## src/rtl/mini_core_accel_mul_int8_pkg.sv

```systemverilog
// Shared types and constants for the sequential int8 Booth multiplier slot.
package mini_core_accel_mul_int8_pkg;

  typedef enum logic [1:0] {
    IDLE = 2'd0,
    CALC = 2'd1,
    DONE = 2'd2
  } t_mul_int8_state;

  localparam int MUL_INT8_DATA_W  = 8;
  localparam int MUL_INT8_LATENCY = 9;

endpackage

```

## src/rtl/mini_core_accel_mul_int8_if.sv

```systemverilog
// CR-to-farm link for one multiplier slot: level-held operands in, {done, result, busy} back.
interface mini_core_accel_mul_int8_if
  import mini_core_accel_mul_int8_pkg::*;
#(
  parameter int DATA_W = MUL_INT8_DATA_W,
  parameter int RES_W  = 2 * MUL_INT8_DATA_W
);

  logic signed [DATA_W-1:0] multiplicand;
  logic signed [DATA_W-1:0] multiplier;
  logic signed [RES_W-1:0]  result;
  logic                     done;
  logic                     busy;

  modport master (
    output multiplicand, multiplier,
    input  result, done, busy
  );

  modport slave (
    input  multiplicand, multiplier,
    output result, done, busy
  );

endinterface

```

## src/rtl/mini_core_accel_mul_int8_booth_step.sv

```systemverilog
// One radix-2 Booth iteration: conditional add/subtract of A into the upper field, then ASR by 1.
module mini_core_accel_booth_step #(
  parameter int DATA_W = 8
) (
  input  logic signed [2*DATA_W+1:0] p_i,
  input  logic signed [DATA_W:0]     a_i,
  output logic signed [2*DATA_W+1:0] p_o
);

  logic signed [DATA_W:0] upper;
  logic signed [DATA_W:0] sum;

  always_comb begin
    upper = p_i[2*DATA_W+1 -: DATA_W+1];
    sum   = upper;
    unique case (p_i[1:0])
      2'b01:   sum = upper + a_i;
      2'b10:   sum = upper - a_i;
      default: sum = upper;
    endcase
    // Upper field is one bit wider than A, so subtracting -2^(DATA_W-1) cannot overflow.
    p_o = {sum[DATA_W], sum, p_i[DATA_W:1]};
  end

endmodule

```

## src/rtl/mini_core_accel_mul_int8.sv

```systemverilog
// Farm-side signed int8 multiplier: detects operand changes on the CR link and runs a Booth loop.
module mini_core_accel_mul_int8
  import mini_core_accel_mul_int8_pkg::*;
#(
  parameter int DATA_W = MUL_INT8_DATA_W,
  parameter int RES_W  = 2 * MUL_INT8_DATA_W
) (
  input  logic                        Clk,
  input  logic                        Rst_N,
  mini_core_accel_mul_int8_if.slave   cr
);

  localparam int P_W   = RES_W + 2;
  localparam int CNT_W = (DATA_W > 1) ? $clog2(DATA_W) : 1;
  localparam logic [CNT_W-1:0] CNT_LAST = CNT_W'(DATA_W - 1);

  t_mul_int8_state          state_q, state_d;
  logic signed [RES_W-1:0]  result_q, result_d;
  logic                     done_q, done_d;
  logic signed [DATA_W-1:0] snap_a_q, snap_a_d;
  logic signed [DATA_W-1:0] snap_b_q, snap_b_d;
  logic                     snap_valid_q, snap_valid_d;
  logic [CNT_W-1:0]         cnt_q, cnt_d;
  logic signed [P_W-1:0]    p_q, p_d;

  logic                     start_req;
  logic signed [DATA_W:0]   a_ext;
  logic signed [P_W-1:0]    p_step;

  assign a_ext = {snap_a_q[DATA_W-1], snap_a_q};

  mini_core_accel_booth_step #(
    .DATA_W (DATA_W)
  ) u_booth_step (
    .p_i (p_q),
    .a_i (a_ext),
    .p_o (p_step)
  );

  // No start strobe on CR: any operand change (or an empty snapshot) triggers a fresh compute.
  assign start_req = !snap_valid_q
                   || (cr.multiplicand != snap_a_q)
                   || (cr.multiplier   != snap_b_q);

  always_comb begin
    state_d      = state_q;
    result_d     = result_q;
    done_d       = done_q;
    snap_a_d     = snap_a_q;
    snap_b_d     = snap_b_q;
    snap_valid_d = snap_valid_q;
    cnt_d        = cnt_q;
    p_d          = p_q;

    if (start_req) begin
      // Restart also covers CALC: abandoned operands never produce a done.
      state_d      = CALC;
      done_d       = 1'b0;
      snap_a_d     = cr.multiplicand;
      snap_b_d     = cr.multiplier;
      snap_valid_d = 1'b1;
      cnt_d        = '0;
      p_d          = {{(DATA_W+1){1'b0}}, cr.multiplier, 1'b0};
    end else begin
      unique case (state_q)
        CALC: begin
          p_d   = p_step;
          cnt_d = cnt_q + CNT_W'(1);
          if (cnt_q == CNT_LAST) begin
            result_d = p_step[RES_W:1];
            done_d   = 1'b1;
            state_d  = DONE;
          end
        end
        IDLE, DONE: state_d = state_q;
        default:    state_d = IDLE;
      endcase
    end
  end

  always_ff @(posedge Clk) begin
    if (!Rst_N) begin
      state_q      <= IDLE;
      result_q     <= '0;
      done_q       <= 1'b0;
      snap_a_q     <= '0;
      snap_b_q     <= '0;
      snap_valid_q <= 1'b0;
      cnt_q        <= '0;
    end else begin
      state_q      <= state_d;
      result_q     <= result_d;
      done_q       <= done_d;
      snap_a_q     <= snap_a_d;
      snap_b_q     <= snap_b_d;
      snap_valid_q <= snap_valid_d;
      cnt_q        <= cnt_d;
    end
    p_q <= p_d;
  end

  assign cr.result = result_q;
  assign cr.done   = done_q;
  assign cr.busy   = (state_q == CALC);

endmodule

```

## src/flat_wrapper.sv

```systemverilog
// flat-port wrapper written by rule: the top's interface ports become plain ports
module mini_core_accel_mul_int8_flat import mini_core_accel_mul_int8_pkg::*;
#(
  parameter int DATA_W = MUL_INT8_DATA_W,
  parameter int RES_W  = 2 * MUL_INT8_DATA_W
)
  (Clk, Rst_N, cr_multiplicand, cr_multiplier, cr_result, cr_done, cr_busy);
  mini_core_accel_mul_int8_if #(.DATA_W(DATA_W), .RES_W(RES_W)) cr_i ();
  input  logic Clk;
  input  logic Rst_N;
  input wire logic [$bits(cr_i.multiplicand)-1:0] cr_multiplicand;
  input wire logic [$bits(cr_i.multiplier)-1:0] cr_multiplier;
  output wire logic [$bits(cr_i.result)-1:0] cr_result;
  output wire logic [$bits(cr_i.done)-1:0] cr_done;
  output wire logic [$bits(cr_i.busy)-1:0] cr_busy;
  assign cr_i.multiplicand = cr_multiplicand;
  assign cr_i.multiplier = cr_multiplier;
  assign cr_result = cr_i.result;
  assign cr_done = cr_i.done;
  assign cr_busy = cr_i.busy;
  mini_core_accel_mul_int8 #(.DATA_W(DATA_W), .RES_W(RES_W)) u_core (.Clk(Clk), .Rst_N(Rst_N), .cr(cr_i));
endmodule
```

## config.mk

```make
export PLATFORM = sky130hd
export DESIGN_NAME = mini_core_accel_mul_int8_flat
export DESIGN_NICKNAME = d
export VERILOG_FILES = /design/src/rtl/mini_core_accel_mul_int8_pkg.sv /design/src/rtl/mini_core_accel_mul_int8_if.sv /design/src/rtl/mini_core_accel_mul_int8_booth_step.sv /design/src/rtl/mini_core_accel_mul_int8.sv /design/src/flat_wrapper.sv
export SDC_FILE = /design/constraint.sdc
export NUM_CORES = 1
export LEC_CHECK = 0
export CORE_ASPECT_RATIO = 1.5
export CORE_MARGIN = 8
export CORE_UTILIZATION = 50
export CTS_CLUSTER_DIAMETER = 100
export DETAILED_ROUTE_END_ITERATION = 6
export GPL_TIMING_DRIVEN = 0
export PLACE_DENSITY = 0.73
export SLEW_MARGIN = 20
export SYNTH_ARGS = -nofsm -noshare
export SYNTH_HDL_FRONTEND = slang
export SYNTH_SLANG_ARGS = --single-unit
```

## constraint.sdc

```tcl
create_clock -name Clk -period 7.24 [get_ports Clk]
set_input_delay 1.086 -clock Clk [delete_from_list [all_inputs] [get_ports Clk]]
set_output_delay 1.086 -clock Clk [all_outputs]
set_load 0.02 [all_outputs]
```

==> results of run 1 <==
-- registers in the layout (all words and copies together) (netlist names) --
| name | cells |
|---|---|
| u_core.p_q | 17 |
| u_core.snap_b_q | 8 |
| u_core.cnt_q | 3 |
| u_core.snap_a_q | 8 |
| u_core.state_q | 2 |
| u_core.cr.result | 16 |
| u_core.snap_valid_q | 1 |
| u_core.cr.done | 1 |
-- cell families (layout without fill, tap and decap cells) --
family,Yosys count,in the layout,synth area share (%)
xor gates and xnor gates,27,27,8.50
and+or+nand+nor,104,104,19.1
AOI/OAI and AO/OA,64,64,14.9
muxes,11,11,3.96
adders and majority gates,13,13,6.12
DFF,56,56,43.2
buffers and inverters,23,66,4.23
-- tightest hold or removal path: stages, from the launching register on --
cell and delay [ns]:
sky130_fd_sc_hd__dfxtp_1 0.32, sky130_fd_sc_hd__nand2_1 0.05, sky130_fd_sc_hd__a21oi_1 0.05
-- layout by cell type (no fill, tap or decap), types with 3 or more instances in the layout --
master                             n
sky130_fd_sc_hd__a211oi_1          3
sky130_fd_sc_hd__a21boi_0          4
sky130_fd_sc_hd__a21oi_1          12
sky130_fd_sc_hd__a31oi_1           8
sky130_fd_sc_hd__and2_1           17
sky130_fd_sc_hd__buf_6             3
sky130_fd_sc_hd__clkbuf_1         10
sky130_fd_sc_hd__clkbuf_8          5
sky130_fd_sc_hd__clkdlybuf4s50_1  35
sky130_fd_sc_hd__dfxtp_1          48
sky130_fd_sc_hd__edfxtp_1          8
sky130_fd_sc_hd__ha_1             12
sky130_fd_sc_hd__inv_1             7
sky130_fd_sc_hd__mux2i_1          11
sky130_fd_sc_hd__nand2_1          39
sky130_fd_sc_hd__nand3_1           5
sky130_fd_sc_hd__nor2_1           13
sky130_fd_sc_hd__nor2b_1           9
sky130_fd_sc_hd__nor3_1            5
sky130_fd_sc_hd__o211a_1           4
sky130_fd_sc_hd__o21a_1            5
sky130_fd_sc_hd__o21ai_0          20
sky130_fd_sc_hd__or3_1             5
sky130_fd_sc_hd__xnor2_1          14
sky130_fd_sc_hd__xor2_1           13
-- routing by layer --
layer  part of all wire (%)  routed length [µm]  vias up  GRT usage [%]
met5                      0                   0        -              0
met4                    1.5                  95        0           6.22
met3                    3.5                 213        8           3.01
met2                     52                3200       38           28.0
met1                     43                2660     1020           17.2
li1                       -                   -     1117              -
-- report_power, final --
group | internal (W) | total (W) | switching (W)
sequential | 0.000323 | 0.000328 | 0.00000582
clock | 0.0000679 | 0.000171 | 0.000104
combinational | 0.0000401 | 0.0000845 | 0.0000444
-- worst min-delay path by stage --
stage / endpoint / slack, ns / startpoint
2_1_floorplan: u_core.cnt_q[1] / 0.44 / u_core.cnt_q[1]
3_3_place_gp: u_core.cnt_q[2] / 0.45 / u_core.cnt_q[2]
3_5_place_dp: u_core.cr.done / 0.46 / u_core.cr.done
4_1_cts: u_core.cnt_q[1] / 0.47 / u_core.cnt_q[1]
5_1_grt: u_core.cnt_q[2] / 0.49 / u_core.cnt_q[2]
6_report: u_core.cnt_q[1] / 0.47 / u_core.cnt_q[1]
-- layout make-up --
type                            count  area, µm²  share of cell area (%)
Multi-Input combinational cell    219       1460                    44.2
Sequential cell                    56       1200                    36.3
Timing Repair Buffer               35        350                    10.6
Buffer                             16       91.3                    2.76
Tap cell                           70       87.6                    2.65
Clock buffer                        5       68.8                    2.08
Inverter                            7       26.3                   0.795
Clock inverter                      3       17.5                   0.530
-- metrics by stage --
stage                     std cells  instance area (µm²)  hold slack, ns  total power [W]
after detailed placement        403                 3220           0.457         0.000420
after global routing            411                 3310           0.489         0.000612
after global placement          403                 3220           0.446         0.000418
after CTS                       411                 3310           0.473         0.000588
after floorplan                 298                 2780           0.440         0.000392
final                           411                 3310           0.468         0.000584
==> metrics.md, run 1 <==
| Metric | Value |
|---|---|
| Setup-failing EPs final | `0` |
| Input/output buffers | `35` |
| Transition at the pin with the smallest max-transition slack | `0.513 ns` |
| Per-cell via count in the routed design | `5.31` |
| Slack of the critical path | `3.47 ns` |
| Nature of the critical path startpoint | `register` |
| CTS max path bufs | `2` |
| Final HPWL from detailed placement | `4850 µm` |
| Tightest Hold Check Type | `register to register` |
| Clock latency reported for the late side of the worst-skew pair | `0.32 ns` |
| Cell taking the most area after synthesis | `sky130_fd_sc_hd__dfxtp_1` |
| DRC | `0` |
| Max-slew violation total from the final report | `0` |
| Combined global-route utilization of all metal layers | `15.4%` |
| Root Buffer | `sky130_fd_sc_hd__clkbuf_8` |
| Average detailed-routed wire length per instance | `15.0 µm` |
| Number of antenna violations at the first check in global routing | `0` |
| Top cells by area in the synthesized netlist | `sky130_fd_sc_hd__dfxtp_1 (35%), sky130_fd_sc_hd__edfxtp_1 (8.6%), sky130_fd_sc_hd__ha_1 (5.4%)` |
| Overall die area | `8250 µm²` |
| Portion of the clock cycle consumed by the worst path in the final layout | `52.1%` |
| Critical path arrival | `2.68 ns` |
| LEAKAGE | `1.28 nW` |
| Site Rows | `33` |
| Via count of the first global-routing pass | `2163` |
| Run status | `complete, no violations` |
| Critical setup path kind | `register to output pin` |
| Cell repeated most along the worst path | `sky130_fd_sc_hd__clkbuf_1` |
| Number of sinks handled by clock tree synthesis | `56` |
| Final-layout fill cell count | `476` |
| Proportion of synthesized chip area in sequential cells | `43.2%` |
| Antenna cell count | `0` |
| Endpoint of the lowest-slack register-to-register path | `u_core.p_q[15]` |
| Postcts setup bufs | `0` |
| # hold bufs at CTS | `0` |
| Netlist cell types | `40` |
| Crit Reg-Reg Startpoint | `u_core.p_q[1]` |
| Critical path's largest stage delay | `0.72 ns` |
| Number of enable-type register cells in the synthesized netlist | `8` |
| Clock H-tree levels | `2` |
| Initial cell density of the core | `51.4%` |
| CTS tree | `done` |
| Io pins | `36` |
| Wire length of the first global-routing pass | `10500 µm` |
| Synthesis-to-layout area growth | `18.8%` |
| Layout cell share with drive strength beyond 1 | `5.87%` |
| Max-cap violation count | `0` |
| Min Clock Period, post-route | `3.77 ns` |
| Worst slew margin relative to its limit | `65.8%` |
| Hold Violations, Final | `0` |
| CP Data Required Time | `6.15 ns` |
| Total standard cell area after synthesis | `2780 µm²` |
| Detailed Routing Iterations Pass 1 | `4` |
| Utilization of the core after routing | `61.1%` |
| Most used DFF post-synth | `sky130_fd_sc_hd__dfxtp_1` |
| Length in cells of the worst reg-to-reg path | `10` |
| Unrepaired setup endpoints after global routing | `no` |
| CTS buffer count | `5` |
| Origin of the worst setup path | `u_core.state_q[1]` |
| Post-synthesis sequential element count | `56` |
| Vias after detailed routing | `2183` |
| Critical-path cell with the highest stage delay | `sky130_fd_sc_hd__clkdlybuf4s50_1` |
| Number of nets in the final layout | `371` |
| Most frequent cells after synthesis | `sky130_fd_sc_hd__dfxtp_1 (48), sky130_fd_sc_hd__nand2_1 (39), sky130_fd_sc_hd__o21ai_0 (20)` |
| Worst-case register-to-register setup slack | `4.36 ns` |
| Crit-path max FO | `10` |
| Number of standard cells after synthesis | `298` |
| Placement Setup Slack | `3.78 ns` |
| Count of nets left with antenna violations after detail routing | `0` |
| Post-detailed-routing wire length | `6170 µm` |
| Total power density per cell area | `177 nW/µm²` |
| Most common cell in the synthesized netlist | `sky130_fd_sc_hd__dfxtp_1` |
| Floorplan core area | `5410 µm²` |
| Number of DRC markers in iteration 0 | `112` |
| Number of warnings issued by yosys | `0` |
| Chip Width | `76.9 µm` |
| Syn nets | `329` |
| Peak supply drop | `117 µV` |
| Cell class contributing the biggest share of worst-path delay | `buffers and inverters` |
| Buf/Inv on CP | `5` |
| Height of the chip | `107 µm` |
| Routability-driven placement congestion ratio | `0.823` |
| Final-layout setup total negative slack | `0 ns` |
| Async S/R FF share, synth | `0%` |
| CP Capture Type | `output pin` |
| Setup Skew | `0.0139 ns` |
| Highest Clock Rate | `265 MHz` |
| Leftover overflow at the end of global routing | `0` |
| Capturing element of the worst setup path | `cr_busy` |
| Area fraction of the dominant cell type after synthesis | `34.5%` |
| Clock-pin slew of the registers on the worst-case setup and hold paths | `0.11 ns` |
| Post-Syn Area per Cell | `9.33 µm²` |
| Number of cells on the worst hold path | `2` |
| Post-cts resize count | `0` |
| Pin count of the biggest net entering global routing | `18` |
| Count of cell instances traversed by the critical path | `6` |
| Critical Path, Cell by Cell | `nand2b_1, clkbuf_1, inv_1, clkbuf_1, clkbuf_1, clkdlybuf4s50_1` |
No activity file was read; power rests on OpenSTA's default activity.
==> run 2: changes to the inputs <==
Settings changed: PLACE_DENSITY 0.73 to 0.76.
Clock period 7.24 ns to 3.2 ns, I/O delays scaled along.
==> run 2 against run 1 <==
  * Die area stayed put
  * Worst setup slack worse by 3.2 ns
  * Design area is 0.95% higher
  * Register-to-register slack worse by 4.0 ns
  * Critical path type unchanged
  * Largest cell class unchanged
==> metrics.md, run 2 (synthesized netlist as in run 1, its figures left out) <==
| Metric | Value |
|---|---|
| Run status | `complete, no violations` |
| Average detailed-routed wire length per instance | `14.5 µm (-3.2%)` |
| Count of nets left with antenna violations after detail routing | `0 (unchanged)` |
| Min Clock Period, post-route | `2.94 ns` |
| Nature of the critical path startpoint | `register` |
| Final HPWL from detailed placement | `4720 µm (-2.8%)` |
| Most common cell after layout, fill and taps aside | `sky130_fd_sc_hd__dfxtp_1` |
| Io pins | `36 (unchanged)` |
| Leftover overflow at the end of global routing | `0 (unchanged)` |
| Setup-failing EPs final | `0 (unchanged)` |
| DRC | `0 (unchanged)` |
| Final-layout setup total negative slack | `0 ns (unchanged)` |
| Portion of the clock cycle consumed by the worst path in the final layout | `91.8%` |
| CTS max path bufs | `2 (unchanged)` |
| Via count of the first global-routing pass | `2159 (-0.18%)` |
| Number of nets in the final layout | `371 (unchanged)` |
| Routability-driven placement congestion ratio | `0.814 (-1.1%)` |
| Transition at the pin with the smallest max-transition slack | `0.494 ns (-0.0197 ns)` |
| Max-slew violation total from the final report | `0 (unchanged)` |
| Hold Violations, Final | `0 (unchanged)` |
| Critical setup path kind | `register to output pin` |
| Antenna cell count | `0 (unchanged)` |
| CP Capture Type | `output pin` |
| Floorplan core area | `5410 µm² (unchanged)` |
| Unrepaired setup endpoints after global routing | `no` |
| Height of the chip | `107 µm (unchanged)` |
| Largest register FFs | `17 (unchanged)` |
| Tightest Hold Check Type | `register to register` |
| Final-layout fill cell count | `478 (+0.42%)` |
| Root Buffer | `sky130_fd_sc_hd__clkbuf_8` |
| Clock latency reported for the late side of the worst-skew pair | `0.31 ns (about the same)` |
| Clock-pin slew of the registers on the worst-case setup and hold paths | `0.09 ns (-0.02 ns)` |
| Combined global-route utilization of all metal layers | `15.1% (-0.36 points)` |
| Input/output buffers | `35 (unchanged)` |
| Wire length of the first global-routing pass | `10200 µm (-2.4%)` |
| # hold bufs at CTS | `0 (unchanged)` |
| Most frequent cells in the layout | `sky130_fd_sc_hd__dfxtp_1 (48), sky130_fd_sc_hd__nand2_1 (39), sky130_fd_sc_hd__clkdlybuf4s50_1 (35), sky130_fd_sc_hd__o21ai_0 (20), sky130_fd_sc_hd__and2_1 (17)` |
| Per-cell via count in the routed design | `5.31 (about the same)` |
| Post-detailed-routing wire length | `5970 µm (-3.2%)` |
| Overall die area | `8250 µm² (unchanged)` |
| Postcts setup bufs | `0 (unchanged)` |
| Number of sinks handled by clock tree synthesis | `56 (unchanged)` |
| Number of DRC markers in iteration 0 | `143 (+28%)` |
| Detailed Routing Iterations Pass 1 | `4 (unchanged)` |
| CTS buffer count | `5 (unchanged)` |
| Peak supply drop | `237 µV (+100%)` |
| Max-cap violation count | `0 (unchanged)` |
| CTS tree | `done` |
| Synthesis-to-layout area growth | `20.0%` |
| Clock H-tree levels | `2 (unchanged)` |
| Initial cell density of the core | `51.4% (unchanged)` |
| Pin count of the biggest net entering global routing | `19 (+1)` |
| Vias after detailed routing | `2181 (-0.092%)` |
| Worst slew margin relative to its limit | `67.1% (+1.3 points)` |
| Number of antenna violations at the first check in global routing | `0 (unchanged)` |
| Setup Skew | `0.0109 ns (-0.00298 ns)` |
| LEAKAGE | `1.30 nW (+1.2%)` |
| Register name with the most flops | `u_core.p_q` |
| CP Data Required Time | `2.72 ns (-3.43 ns)` |
| Layout cell share with drive strength beyond 1 | `6.45% (+0.59 points)` |
| Site Rows | `33 (unchanged)` |
| Highest Clock Rate | `341 MHz` |
| Chip Width | `76.9 µm (unchanged)` |
| Critical path arrival | `2.46 ns (-0.22 ns)` |
| Crit-path max FO | `10 (unchanged)` |
| Total power density per cell area | `420 nW/µm² (+140%)` |
| Tightest hold margin | `0.464 ns (-0.00436 ns)` |
## run 2: cell count changes in the layout (fill, tap and decap cells not counted)
cell | previous run | this run
sky130_fd_sc_hd__inv_6 | 1 | 0
sky130_fd_sc_hd__clkinv_2 | 1 | 0
sky130_fd_sc_hd__clkinv_1 | 1 | 0
sky130_fd_sc_hd__bufinv_16 | 0 | 1
sky130_fd_sc_hd__clkbuf_2 | 0 | 1
sky130_fd_sc_hd__clkinv_4 | 0 | 2
sky130_fd_sc_hd__clkbuf_1 | 10 | 9
## run 2: worst max-delay path, cell delays in order, from the launching register on
cell	delay [ns]
sky130_fd_sc_hd__dfxtp_1	0.31
sky130_fd_sc_hd__nand2b_1	0.13
sky130_fd_sc_hd__clkbuf_1	0.22
sky130_fd_sc_hd__inv_1	0.12
sky130_fd_sc_hd__clkbuf_1	0.38
sky130_fd_sc_hd__clkbuf_2	0.34
sky130_fd_sc_hd__clkdlybuf4s50_1	0.65
## run 2: path summary, 6_finish.rpt
path	cells past startpoint	end	startpoint	slack, ns
worst max-delay path	6	cr_busy	u_core.state_q[1]	0.26
worst max register to register	10	u_core.p_q[15]	u_core.p_q[1]	0.33
worst min-delay path	2	u_core.cnt_q[1]	u_core.cnt_q[1]	0.46
worst min register to register	2	u_core.cnt_q[1]	u_core.cnt_q[1]	0.46
## run 2: layout make-up
cell class | count | area [µm²] | area share, %
Buffer | 16 | 92.6 | 2.77
Timing Repair Buffer | 35 | 350 | 10.5
Multi-Input combinational cell | 219 | 1460 | 43.8
Inverter | 7 | 26.3 | 0.787
Tap cell | 70 | 87.6 | 2.62
Clock buffer | 5 | 68.8 | 2.06
Clock inverter | 3 | 47.5 | 1.42
Sequential cell | 56 | 1200 | 36.0
## run 2: routing by layer
| metal | vias to the layer above | wire length, µm | part of all wire [%] | GRT usage [%] |
|---|---|---|---|---|
| met4 | 0 | 83 | 1.4 | 4.97 |
| met1 | 1011 | 2460 | 41 | 16.9 |
| met2 | 49 | 3190 | 53 | 27.3 |
| met3 | 5 | 245 | 4.1 | 3.43 |
| met5 | - | 0 | 0 | 0 |
| li1 | 1116 | - | - | - |
## run 2: report_power, final
part           total [W]  switching (W)  internal [W]
clock network   0.000468       0.000232      0.000236
logic           0.000190      0.0000990     0.0000906
registers       0.000744      0.0000138      0.000730
## run 2: metrics by stage
stage	total power (W)	utilization [%]	setup WS, ns	instances	area, µm²
floorplan	0.000886	-	0.604	298	2780
global placement	0.000945	59.5	0.354	403	3220
detailed placement	0.000948	59.5	0.364	403	3220
CTS	0.00141	61.7	0.0977	411	3340
global route	0.00146	61.7	0.0957	411	3340
finish	0.00140	61.7	0.264	411	3340
## run 2: timing repair
item	in CTS	in global routing
setup endpoints to repair	0	1
resized for setup	0	2
endpoints found under the hold margin	0	0
==> run 3: changes to the inputs <==
Settings changed: ABC_AREA from default to 1, PLACE_DENSITY 0.76 to 0.81.
==> run 3 against run 2 <==
  * Design area up 7.9%
  * Core utilization decreased by 2.1 points
  * Area after synthesis increased by 10%
  * Sequential power is essentially flat
  * Critical path depth increased by 7
  * Clock skew rose by 0.0036 ns
  * Fmax grew 16%
  * Non-clock buffer count decreased by 8
  * Routed wire length rose by 16%
  * Critical endpoint is now u_core.p_q[14]
==> metrics.md, run 3 <==
| Metric | Value |
|---|---|
| Run status | `complete, no violations` |
| Count of cell instances traversed by the critical path | `13 (+7)` |
| Crit-path max FO | `9 (-1)` |
| Count of nets left with antenna violations after detail routing | `0 (unchanged)` |
| CTS max path bufs | `2 (unchanged)` |
| Input/output buffers | `35 (unchanged)` |
| Number of nets in the final layout | `511 (+38%)` |
| Clock-pin slew of the registers on the worst-case setup and hold paths | `0.09 ns (about the same)` |
| Final HPWL from detailed placement | `5680 µm (+20%)` |
| Vias after detailed routing | `2753 (+26%)` |
| Tightest Hold Check Type | `register to register` |
| Peak supply drop | `270 µV (+14%)` |
| CTS tree | `done` |
| Number of sinks handled by clock tree synthesis | `56 (unchanged)` |
| Area fraction in and, or, nand and nor cells after synthesis | `30.8% (+12 points)` |
| Site Rows | `35 (+6.1%)` |
| Fraction of synthesized cell area in xor and xnor cells | `4.00% (-4.5 points)` |
| Overall die area | `8950 µm² (+8.4%)` |
| Buf/Inv on CP | `2 (-3)` |
| Post-synthesis sequential element count | `56 (unchanged)` |
| Most frequent cells after synthesis | `sky130_fd_sc_hd__nand2_1 (146), sky130_fd_sc_hd__inv_1 (73), sky130_fd_sc_hd__dfxtp_1 (48)` |
| Number of enable-type register cells in the synthesized netlist | `8 (unchanged)` |
| Syn nets | `469 (+43%)` |
| LEAKAGE | `1.76 nW (+36%)` |
| Cell class contributing the biggest share of worst-path delay | `simple AND/OR/NAND/NOR gates` |
| Sw Pwr | `0.000370 W (+7.3%)` |
| Critical path's largest stage delay | `0.48 ns (-0.17 ns)` |
| Number of cells on the worst hold path | `2 (unchanged)` |
| Largest register FFs | `17 (unchanged)` |
| Detailed Routing Iterations Pass 1 | `4 (unchanged)` |
| Critical setup path kind | `register to register` |
| CP Data Required Time | `3.39 ns (+0.67 ns)` |
| Max-cap violation count | `0 (unchanged)` |
| Floorplan core area | `6040 µm² (+12%)` |
| Initial cell density of the core | `50.8% (-0.66 points)` |
| Setup-failing EPs final | `0 (unchanged)` |
| Setup Skew | `0.0145 ns (+0.00361 ns)` |
| Clock latency reported for the late side of the worst-skew pair | `0.31 ns (about the same)` |
| Post-Syn Area per Cell | `7.00 µm² (-25%)` |
| Highest Clock Rate | `396 MHz (+16%)` |
| Crit Reg-Reg Startpoint | `u_core.p_q[1]` |
| Critical-path cell with the highest stage delay | `sky130_fd_sc_hd__fa_1` |
| Critical path arrival | `2.72 ns (+0.26 ns)` |
| Number of standard cells after synthesis | `438 (+47%)` |
| Transition at the pin with the smallest max-transition slack | `0.617 ns (+0.123 ns)` |
| Number of warnings issued by yosys | `0 (unchanged)` |
| Synthesis-to-layout area growth | `17.4%` |
| Total power density per cell area | `372 nW/µm² (-11%)` |
| Layout cell share with drive strength beyond 1 | `9.15% (+2.7 points)` |
| DRC | `0 (unchanged)` |
| Final-layout setup total negative slack | `0 ns (unchanged)` |
| Register name with the most flops | `u_core.p_q` |
| Net Sw Frac | `27.6% (+3.0 points)` |
| Wire length of the first global-routing pass | `12000 µm (+18%)` |
| Max-slew violation total from the final report | `0 (unchanged)` |
| Min Clock Period, post-route | `2.53 ns (-0.408 ns)` |
| Hold Violations, Final | `0 (unchanged)` |
| Share of total power in sequential cells | `55.5% (+2.4 points)` |
| Cell repeated most along the worst path | `sky130_fd_sc_hd__nand3_1` |
| Length in cells of the worst reg-to-reg path | `13 (+3)` |
| Number of antenna violations at the first check in global routing | `0 (unchanged)` |
| Antenna cell count | `0 (unchanged)` |
| Mux contribution to synthesized area | `0% (-4.0 points)` |
| Proportion of synthesized chip area in sequential cells | `39.2% (-4.0 points)` |
| Compound-Gate Fraction of Synth Area | `8.93% (-6.0 points)` |
| Internal cell power | `0.000969 W (-8.3%)` |
| Root Buffer | `sky130_fd_sc_hd__clkbuf_8` |
| Cell taking the most area after synthesis | `sky130_fd_sc_hd__dfxtp_1` |
| Finished Layout Cells | `555 (+35%)` |
| Clk network pwr share | `29.0% (-4.4 points)` |
| Height of the chip | `112 µm (+4.3%)` |
| CTS buffer count | `5 (unchanged)` |
| Async S/R FF share, synth | `0% (unchanged)` |
| Most common cell in the synthesized netlist | `sky130_fd_sc_hd__nand2_1` |
| Total standard cell area after synthesis | `3070 µm² (+10%)` |
| Utilization of the core after routing | `59.6% (-2.1 points)` |
| Worst-case register-to-register setup slack | `0.67 ns (+0.34 ns)` |
| Endpoint, Worst Hold | `u_core.p_q[0]` |
| Chip Width | `80.0 µm (+4.0%)` |
| Postcts setup bufs | `0 (unchanged)` |
| Endpoint of the lowest-slack register-to-register path | `u_core.p_q[14]` |
| CP Capture Type | `register` |
| Clock H-tree levels | `2 (unchanged)` |
| Via count of the first global-routing pass | `2742 (+27%)` |
| Portion of the clock cycle consumed by the worst path in the final layout | `79.0% (-13 points)` |
| Most used DFF post-synth | `sky130_fd_sc_hd__dfxtp_1` |
| Unrepaired setup endpoints after global routing | `no` |
| Combined global-route utilization of all metal layers | `16.5% (+1.4 points)` |
| Pin count of the biggest net entering global routing | `19 (unchanged)` |
| Top cells by area in the synthesized netlist | `sky130_fd_sc_hd__dfxtp_1 (31%), sky130_fd_sc_hd__nand2_1 (18%), sky130_fd_sc_hd__inv_1 (8.9%)` |
| Combinational fraction of design power | `15.5% (+2.0 points)` |
| Netlist cell types | `35 (-13%)` |
| Leftover overflow at the end of global routing | `0 (unchanged)` |
| Routability-driven placement congestion ratio | `0.930 (+14%)` |
| Number of DRC markers in iteration 0 | `145 (+1.4%)` |
| Post-layout power | `0.00134 W (-4.5%)` |
| Area fraction of the dominant cell type after synthesis | `31.3% (-3.2 points)` |
| Largest family of logic cells by synthesized area | `simple AND/OR/NAND/NOR gates` |
| Per-cell via count in the routed design | `4.96 (-6.5%)` |
| Worst slew margin relative to its limit | `58.9% (-8.2 points)` |
| Nature of the critical path startpoint | `register` |
| Post-synthesis adder-cell area fraction | `5.55% (-0.57 points)` |
| Number of cells in the design after placement | `547 (+36%)` |
| Io pins | `36 (unchanged)` |
| Critical Path, Cell by Cell | `ha_1, clkbuf_1, nand2_1, o21ai_0, fa_1, nand3_1, nand3_1, nand3_1, nand3b_1, nand3_1, nand2_1, o21ai_0, inv_1` |
| # hold bufs at CTS | `0 (unchanged)` |
| Average detailed-routed wire length per instance | `12.5 µm (-14%)` |
| Most common cell after layout, fill and taps aside | `sky130_fd_sc_hd__nand2_1` |
| Most frequent cells in the layout | `sky130_fd_sc_hd__nand2_1 (146), sky130_fd_sc_hd__inv_1 (73), sky130_fd_sc_hd__dfxtp_1 (48), sky130_fd_sc_hd__clkdlybuf4s50_1 (35), sky130_fd_sc_hd__nor2_1 (24)` |
| Start point of the worst min-delay path | `u_core.p_q[0]` |
| Final-layout fill cell count | `600 (+26%)` |
| Post-cts resize count | `0 (unchanged)` |
| Post-detailed-routing wire length | `6950 µm (+16%)` |
[run 3: changes by cell type in the layout (fill, tap and decap cells not counted), moves of 16 or more]
cell                      previous run  this run
sky130_fd_sc_hd__nand2_1            39       146
sky130_fd_sc_hd__inv_1               7        73
sky130_fd_sc_hd__nand3_1             5        22
sky130_fd_sc_hd__and2_1             17         1
[run 3: how the worst max path moves through the flow]
stage,from,end
floorplan,u_core.p_q[1],u_core.cr.result[11]
detailed placement,u_core.p_q[1],u_core.p_q[14]
global route,u_core.snap_a_q[0],u_core.cr.result[15]
CTS,u_core.p_q[1],u_core.p_q[14]
finish,u_core.p_q[1],u_core.p_q[14]
global placement,u_core.p_q[1],u_core.p_q[14]
[run 3: worst min-delay path, cell delays in order, from the launching register on]
cell,delay (ns)
sky130_fd_sc_hd__dfxtp_1,0.32
sky130_fd_sc_hd__nand2_1,0.06
sky130_fd_sc_hd__nand2_1,0.04
[run 3: logic make-up after synthesis]
kind of cell	after synthesis
AND/OR/NAND/NOR	221
adder cells (fa/ha/maj)	13
buffers and inverters	89
XOR/XNOR	14
flip-flops	56
AO/OA/AOI/OAI	45
[run 3: layout make-up]
type                    instances  area [µm²]  area share [%]
clock inverters                 3        21.3           0.591
well taps                      74        92.6            2.57
plain buffers                   8        48.8            1.36
flip-flops and latches         56        1200            33.4
clock buffers                   5        68.8            1.91
repair buffers                 35         350            9.73
inverters                      81         305            8.48
multi-input cells             293        1510            42.0
[run 3: metrics by stage]
step	hold slack, ns	worst slack [ns]	area (µm²)
2_1_floorplan	0.419	0.987	3070
3_3_place_gp	0.427	0.725	3510
3_5_place_dp	0.436	0.679	3510
4_1_cts	0.455	0.666	3600
5_1_grt	0.492	0.325	3600
6_report	0.450	0.672	3600
[run 3: power by group through the flow]
stage	registers, W	clock network (W)	logic, W
after floorplan	0.000756	0	0.000141
after global placement	0.000759	0	0.000203
after detailed placement	0.000760	0	0.000207
after CTS	0.000743	0.000398	0.000208
after global routing	0.000746	0.000425	0.000236
final	0.000743	0.000388	0.000207
[run 3: layer usage]
layer	track usage [%]	vias to the layer above	part of all wire, %
met2	30.8	61	54
met5	0	-	0
met4	8.17	0	3.5
li1	-	1430	-
met1	17.0	1242	40
met3	1.94	20	2.8
